## config.mk

```make
export PLATFORM = sky130hd
export DESIGN_NAME = text_console_writer
export DESIGN_NICKNAME = d
export VERILOG_FILES = /design/src/rtl/text_console_writer.sv
export SDC_FILE = /design/constraint.sdc
export NUM_CORES = 1
export LEC_CHECK = 0
export BUFFER_PORTS_ARGS = -buffer_cell sky130_fd_sc_hd__buf_2
export CAP_MARGIN = 10
export CORE_MARGIN = 5
export CORE_UTILIZATION = 45
export CTS_BUF_LIST = sky130_fd_sc_hd__clkbuf_16
export DETAILED_ROUTE_END_ITERATION = 16
export GPL_TIMING_DRIVEN = 0
export PLACE_DENSITY_LB_ADDON = 0.2
export SLEW_MARGIN = 20
export SYNTH_ARGS = -nofsm -noshare
export SYNTH_HDL_FRONTEND = slang
export SYNTH_SLANG_ARGS = --single-unit
```

## constraint.sdc

```tcl
create_clock -name clk -period 8.3 [get_ports clk]
set_input_delay 1.245 -clock clk [delete_from_list [all_inputs] [get_ports clk]]
set_output_delay 1.245 -clock clk [all_outputs]
set_load 0.05 [all_outputs]
```

## src/rtl/text_console_writer.sv

```systemverilog
`default_nettype none
// ============================================================================
// Module   : text_console_writer
// Purpose  : Character stream to text-buffer writer with cursor tracking and
//            line / screen clearing for a COLUMNS x ROWS cell grid.
// Revision : 1.0
// ============================================================================
module text_console_writer #(
  parameter int         COLUMNS = 40,
  parameter int         ROWS    = 15,
  parameter logic [6:0] BLANK   = 7'h20
) (
  input  logic        clk,
  input  logic        reset,
  input  logic        char_valid,
  input  logic [6:0]  char_in,
  output logic        char_ready,
  output logic        buffer_write_enable,
  output logic [11:0] position,
  output logic [6:0]  char_code,
  output logic [5:0]  cursor_column,
  output logic [3:0]  cursor_row
);

  localparam int c_cells = COLUMNS * ROWS;

  typedef enum logic [1:0] {
    S_IDLE         = 2'd0,
    S_PUT          = 2'd1,
    S_CLEAR_LINE   = 2'd2,
    S_CLEAR_SCREEN = 2'd3
  } state_t;

  state_t      r_state, w_state_next;
  logic [9:0]  r_count, w_count_next;
  logic [3:0]  r_line_row, w_line_row_next;
  logic        r_ready, w_ready_next;
  logic        r_we, w_we_next;
  logic [11:0] r_pos, w_pos_next;
  logic [6:0]  r_code, w_code_next;
  logic [5:0]  r_col, w_col_next;
  logic [3:0]  r_row, w_row_next;

  logic        w_accept;
  logic        w_printable;
  logic [3:0]  w_row_inc;
  logic [11:0] w_cursor_addr;
  logic [11:0] w_row_inc_base;
  logic [11:0] w_line_base;

  assign w_accept       = r_ready & char_valid;
  assign w_printable    = (char_in >= 7'h20) && (char_in <= 7'h7E);
  assign w_row_inc      = (r_row == 4'(ROWS - 1)) ? 4'd0 : r_row + 4'd1;
  assign w_cursor_addr  = 12'(r_row) * 12'(COLUMNS) + 12'(r_col);
  assign w_row_inc_base = 12'(w_row_inc) * 12'(COLUMNS);
  assign w_line_base    = 12'(r_line_row) * 12'(COLUMNS);

  always_ff @(posedge clk or negedge reset) begin
    if (!reset) begin
      r_state    <= S_CLEAR_SCREEN;
      r_count    <= '0;
      r_line_row <= '0;
      r_ready    <= 1'b0;
      r_we       <= 1'b0;
      r_pos      <= '0;
      r_code     <= '0;
      r_col      <= '0;
      r_row      <= '0;
    end else begin
      r_state    <= w_state_next;
      r_count    <= w_count_next;
      r_line_row <= w_line_row_next;
      r_ready    <= w_ready_next;
      r_we       <= w_we_next;
      r_pos      <= w_pos_next;
      r_code     <= w_code_next;
      r_col      <= w_col_next;
      r_row      <= w_row_next;
    end
  end

  // Each branch computes the registered outputs for the cycle that follows;
  // the cursor only moves on the edge that issues an operation's last write.
  always_comb begin
    w_state_next    = r_state;
    w_count_next    = r_count;
    w_line_row_next = r_line_row;
    w_ready_next    = r_ready;
    w_we_next       = 1'b0;
    w_pos_next      = r_pos;
    w_code_next     = r_code;
    w_col_next      = r_col;
    w_row_next      = r_row;

    case (r_state)
      S_IDLE: begin
        if (w_accept) begin
          if (w_printable) begin
            w_we_next    = 1'b1;
            w_pos_next   = w_cursor_addr;
            w_code_next  = char_in;
            w_ready_next = 1'b0;
            if (r_col == 6'(COLUMNS - 1)) begin
              w_line_row_next = w_row_inc;
              w_count_next    = '0;
              w_state_next    = S_CLEAR_LINE;
            end else begin
              w_col_next   = r_col + 6'd1;
              w_state_next = S_PUT;
            end
          end else begin
            case (char_in)
              7'h0A: begin
                w_line_row_next = w_row_inc;
                w_we_next       = 1'b1;
                w_pos_next      = w_row_inc_base;
                w_code_next     = BLANK;
                w_count_next    = 10'd1;
                w_ready_next    = 1'b0;
                w_state_next    = S_CLEAR_LINE;
              end
              7'h0D: w_col_next = '0;
              7'h08: begin
                if (r_col != 6'd0) begin
                  w_col_next   = r_col - 6'd1;
                  w_we_next    = 1'b1;
                  w_pos_next   = w_cursor_addr - 12'd1;
                  w_code_next  = BLANK;
                  w_ready_next = 1'b0;
                  w_state_next = S_PUT;
                end
              end
              7'h0C: begin
                w_we_next    = 1'b1;
                w_pos_next   = '0;
                w_code_next  = BLANK;
                w_count_next = 10'd1;
                w_ready_next = 1'b0;
                w_state_next = S_CLEAR_SCREEN;
              end
              default: ;
            endcase
          end
        end
      end

      S_PUT: begin
        w_ready_next = 1'b1;
        w_state_next = S_IDLE;
      end

      S_CLEAR_LINE: begin
        w_we_next   = 1'b1;
        w_code_next = BLANK;
        w_pos_next  = w_line_base + 12'(r_count);
        if (r_count == 10'(COLUMNS - 1)) begin
          w_row_next   = r_line_row;
          w_col_next   = '0;
          w_state_next = S_PUT;
        end else begin
          w_count_next = r_count + 10'd1;
        end
      end

      S_CLEAR_SCREEN: begin
        w_we_next   = 1'b1;
        w_code_next = BLANK;
        w_pos_next  = 12'(r_count);
        if (r_count == 10'(c_cells - 1)) begin
          w_row_next   = '0;
          w_col_next   = '0;
          w_state_next = S_PUT;
        end else begin
          w_count_next = r_count + 10'd1;
        end
      end

      default: w_state_next = S_IDLE;
    endcase
  end

  assign char_ready          = r_ready;
  assign buffer_write_enable = r_we;
  assign position            = r_pos;
  assign char_code           = r_code;
  assign cursor_column       = r_col;
  assign cursor_row          = r_row;

endmodule
`default_nettype wire
```

* After elaboration in Yosys (flattened, before gate mapping)
Cells that the tools add are included.
** Word-level totals
- Logic and storage cells :: 114
- Input bits :: 10
- Output and inout bits :: 31
- Flip-flop bits (word level) :: 47
** Operators by class
- Magnitude comparators :: 2
- Multiplexer cells :: 50
- Bitwise operators :: 1
- Multipliers :: 3
- $add $sub $neg :: 7
- Eq/ne operators :: 24
- Reductions and logical operators :: 18
** Operators by type and width (number)
- $pmux W12 S3 :: 2
- $mux W10 :: 6
- $mux W12 :: 3
- $mux W6 :: 6
- $pmux W10 S3 :: 1
- $eq A7 B4 Y1 const B :: 4
- $pmux W7 S2 :: 2
- $mux W4 :: 6
- $mul A4 B3 Y7 const B :: 3
- $mux W7 :: 3
- $pmux W6 S3 :: 1
- $reduce_and A4 Y1 :: 4
- $mux W2 :: 6
- $pmux W6 S2 :: 1
- $sub A11 B1 Y12 const B :: 1
- $add A10 B10 Y11 :: 1
- $add A10 B6 Y11 :: 1
- $add A10 B1 Y10 const B :: 1
- $eq A10 B10 Y1 const B :: 1
- $eq A10 B6 Y1 const B :: 1
- $ne A2 B2 Y1 const B :: 5
- $ne A3 B3 Y1 const B :: 3
- $pmux W1 S2 :: 4
- $pmux W2 S4 :: 1
- 28 further kinds :: 38

* Depth between registers and ports, before layout
- Word-level depth :: 8
- Mapped depth :: 12
- Mapped depth without buffers :: 10

* Least setup slack after synthesis
OpenSTA, ideal clock, no wires.
- Kind :: input to register
- Start :: input port char_in[4]
- End :: register r_count[3]
- Buffers on the path :: 2
- Arrival time :: 3.104 ns
- Stages :: 8
- Library setup time :: 0.122 ns
- Required time :: 8.178 ns
- Setup slack :: 5.074 ns
- Cell sequence :: or4b_1 buf_2 a211oi_2 nor4_1 or3_4 or2_1 buf_6 a32o_1
** Between the ends
- Word-level cells in the longest chain between the ends :: 5
- Elaborated cells on any way between the ends :: 12
- Classes of those cells :: 2 x order compare; 4 x eq/ne; 3 x mux; 3 x reduce/logical
** RTL lines
- start, declared :: RTL line 16 : input logic [6:0] char_in,
- $ge A7 B6 Y1 or $le A7 B7 Y1 (tied branches) :: RTL line 52 : assign w_printable = (char_in >= 7'h20) && (char_in <= 7'h7E);
- $logic_and A1 B1 Y1 :: RTL line 52
- $mux W10 :: RTL line 98 : if (w_printable) begin
- $mux W10 :: RTL line 97 : if (w_accept) begin
- $pmux W10 S3 :: RTL line 95 : case (r_state)
- end signal, assigned :: RTL line 71 : r_count <= w_count_next;
- end, declared :: RTL line 35 : logic [9:0] r_count, w_count_next;
Parallel ways exist; a longest one is shown, timed or not. The select of a mux whose other input is x is not followed.
A chain may end at the register's enable or synchronous reset.

* Worst setup path after layout
- Start :: register r_row[1] (netlist: cursor_row[1])
- End :: register r_pos[10] (netlist: position[10])
** Between the ends
- Word-level cells in the longest chain between the ends :: 8
** RTL lines
- start, declared :: RTL line 42 : logic [3:0] r_row, w_row_next;
- start signal, assigned :: RTL line 78 : r_row <= w_row_next;
- $mul A4 B3 Y7 * :: RTL line 54 : assign w_cursor_addr = 12'(r_row) * 12'(COLUMNS) + 12'(r_col);
- $add A10 B6 Y11 * :: RTL line 54
- $sub A11 B1 Y12 :: RTL line 127 : w_pos_next = w_cursor_addr - 12'd1;
- $mux W12 :: RTL line 124 : if (r_col != 6'd0) begin
- $pmux W12 S3 :: RTL line 112 : case (char_in)
- $mux W12 * :: RTL line 98
- $mux W12 * :: RTL line 97
- $pmux W12 S3 * :: RTL line 95
- end signal, assigned :: RTL line 75 : r_pos <= w_pos_next;
- end, declared :: RTL line 39 : logic [11:0] r_pos, w_pos_next;
Every way passes the cells marked *; elsewhere a longest branch is shown, timed or not. The select of a mux whose other input is x is not followed.

==> results.toml <==
[routing]
num_vias = 3362
drc = 0
first_pass_iters = 4
avgRoutedWirePerCell_um = 17.78
viasPerCell = 5.940
routed_wl_mm = 10.07
drt_iter0_drc = 173
ant_nets = 0

[outcome]
outcome = "complete, no violations"

[logic_synthesis]
synth-edff-count = 0
netlist_top_cells_area = "dfrtp_1 31%, ha_1 9.2%, o21ai_0 5.0%"
synth_ff_type = "dfrtp_1"
ys_seq_area_frac = 0.3203
synth.top_cell.area_share = 0.3060
postSynthCellCount = 416
yosysUniqueCellTypes = 63
ys_warn_count = 0
syn_area_per_cell_um2 = 8.846
synth_nets = 458
synth_area_mm2 = 0.003680
synth_seq_cells = 47
yosys.area.top_type = "dfrtp_1"
ys_async_sr_fraction = 1.000

[global_route]
grt_usage = 0.2122
grt_pass1_wl_mm = 16.97
antenna_found_initial = 0
grt_max_degree = 48
grt_pass1_vias = 3340
overflow = 0

[sta]
hold_viol = 0
max_freq_mhz = 306.0
relSlewSlack = 0.5427
fin_tns_setup_ps = 0
fin_crit_ps = 3268
period_share = 0.3937
worst_pin_slew_ps = 680.7
layout_setup_ws_ps = 5032
worst_clock_skew_ps = 4.765
setup_viol = 0
rsz0062_at_grt = "no"
slew_violations = 0

[clock_network]
clock_latency_ps = 290
cts.sinks = 47
cts_root_buffer = "clkbuf_16"
post_cts_buffers = 0
cts_tree = "done"
cts_buffer_depth = 2
clk_pin_slew_ps = 60
numCtsBuffers = 5
cts-resized-gates = 0
cts_max_level = 2
cts_hold_buf = 0

[placement]
io_buffer_count = 37
place_area_mm2 = 0.003996
dp.final_hpwl_mm = 7.554
pre_cts_slack_ps = 4786
place.gp.congestion = 0.8820

[power_and_ir_drop]
power_uw = 453.6
p_leak_nw = 1.934
powerDensity_mw_per_mm2 = 109.6
max-vdd-ir-drop_mv = 0.06766

[floorplanning]
fp.dieW_um = 100.4
core_area_mm2 = 0.008093
die_area_mm2 = 0.01009
initial_utilization = 0.4547
fp-row-count = 33
ios = 41
die_y_um = 100.4

[final_layout]
fillers = 800
fin_area_mm2 = 0.004139
area_growth_pct = 12.48
final_common_cell = "dfrtp_1"
diodes = 0
drive_gt1_frac = 0.1562
final_cell_mix = "45 x dfrtp_1, 43 x buf_2, 37 x o21ai_0"
fin_nets = 502

[worst_setup_path]
end_kind = "flip-flop"
required_ps = 8460
cp-start-kind = "flip-flop"
path_class = "flip-flop to flip-flop"
critPathArrivalTime_ps = 3430
crit_path_max_fanout = 10

[hold_path]
hold_path.class = "flip-flop to flip-flop"

[flow_run]
maxCapViolCount = 0
[power by group]
group          internal [mW]  total (mW)  leakage [nW]  switching (mW)
clock network          0.110       0.198        0.0649          0.0880
registers              0.229       0.230         0.607        0.000554
logic                0.00736      0.0261          1.26          0.0187
total                  0.346       0.454          1.93           0.107
[sequential cells by signal, summed over array words and instances, names as in the netlist]
name / flops
cursor_row: 4
r_line_row: 4
char_ready: 1
cursor_column: 6
position: 12
r_count: 10
char_code: 7
buffer_write_enable: 1
r_state: 2
[critical path: stages, from the launching register on]
cell	delay (ps)
dfrtp_1	520
ha_1	380
ha_1	220
fa_1	370
xor2_1	390
o2111ai_1	220
xnor2_1	370
and2_1	210
a211oi_1	70
a311oi_1	280
a21oi_1	100
[cell usage after synthesis, types with 3 or more instances]
cell      instances
mux2_2            5
a22oi_1           4
nor3_1            9
xor2_1            7
o31ai_1           7
xnor2_1           9
inv_1            15
nor4_1            4
a22o_1           11
a21o_1            8
ha_1             27
nand3_1          19
nor4b_1           3
buf_2             7
nand2_1          36
clkbuf_1         14
mux2i_1           7
or4_1             3
a21oi_1          21
or2_2             3
or2_1             3
o211ai_1          7
and2_1            4
nor2b_1           7
dfrtp_1          45
fa_1              5
a311oi_1          3
nand4_1           8
a31oi_1           4
o21ai_0          37
nor2_1           33
[metrics by stage]
step / util / std cells / hold WS (ps)
3_3_place_gp: 0.4938 / 558 / 455.5
2_1_floorplan: - / 416 / 499.3
4_1_cts: 0.5111 / 566 / 485.4
3_5_place_dp: 0.4938 / 558 / 469.8
5_1_grt: 0.5114 / 566 / 523.8
6_report: 0.5114 / 566 / 485.7
[path summary, 6_finish.rpt]
path,slack (ps),end,startpoint,cells past startpoint
max,5030,position[10]$_DFFE_PN0P_,cursor_row[1]$_DFFE_PN0P_,10
min,490,position[11]$_DFFE_PN0P_,position[11]$_DFFE_PN0P_,2
max reg2reg,5030,position[10]$_DFFE_PN0P_,cursor_row[1]$_DFFE_PN0P_,10
min reg2reg,490,position[11]$_DFFE_PN0P_,position[11]$_DFFE_PN0P_,2
max in group asynchronous,6920,position[9]$_DFFE_PN0P_,reset,1
min in group asynchronous,970,char_code[4]$_DFFE_PN0P_,reset,1
[routing by layer]
layer,part of all wire,vias up,track usage,routed length (um)
met5,0,-,0,0
met4,0.021,0,0.06528,211
met3,0.056,22,0.04587,567
met2,0.46,115,0.3252,4599
met1,0.47,1596,0.3000,4687
li1,-,1629,-,-
[cell type report]
| cell class | instances | area [um^2] | area share |
|---|---|---|---|
| Sequential cell | 47 | 1179 | 0.2848 |
| Timing Repair Buffer | 37 | 187.7 | 0.04534 |
| Tap cell | 105 | 131.4 | 0.03174 |
| Clock inverter | 3 | 15.01 | 0.003628 |
| Inverter | 15 | 56.30 | 0.01360 |
| Buffer | 22 | 98.84 | 0.02388 |
| Clock buffer | 5 | 125.1 | 0.03023 |
| Multi-Input combinational cell | 332 | 2346 | 0.5668 |
[cells by family (layout without fill, tap and decap cells)]
family          after synthesis  after routing  share of synthesized area
simple gates                145            145                     0.2050
compound gates              125            125                     0.2288
flops                        47             47                     0.3203
buf+inv                      37             82                    0.04216
fa+ha+maj                    32             32                     0.1190
xor+xnor                     16             16                    0.03808
mux                          14             14                    0.04658
Note: power is estimated with default switching activity, not from simulation.
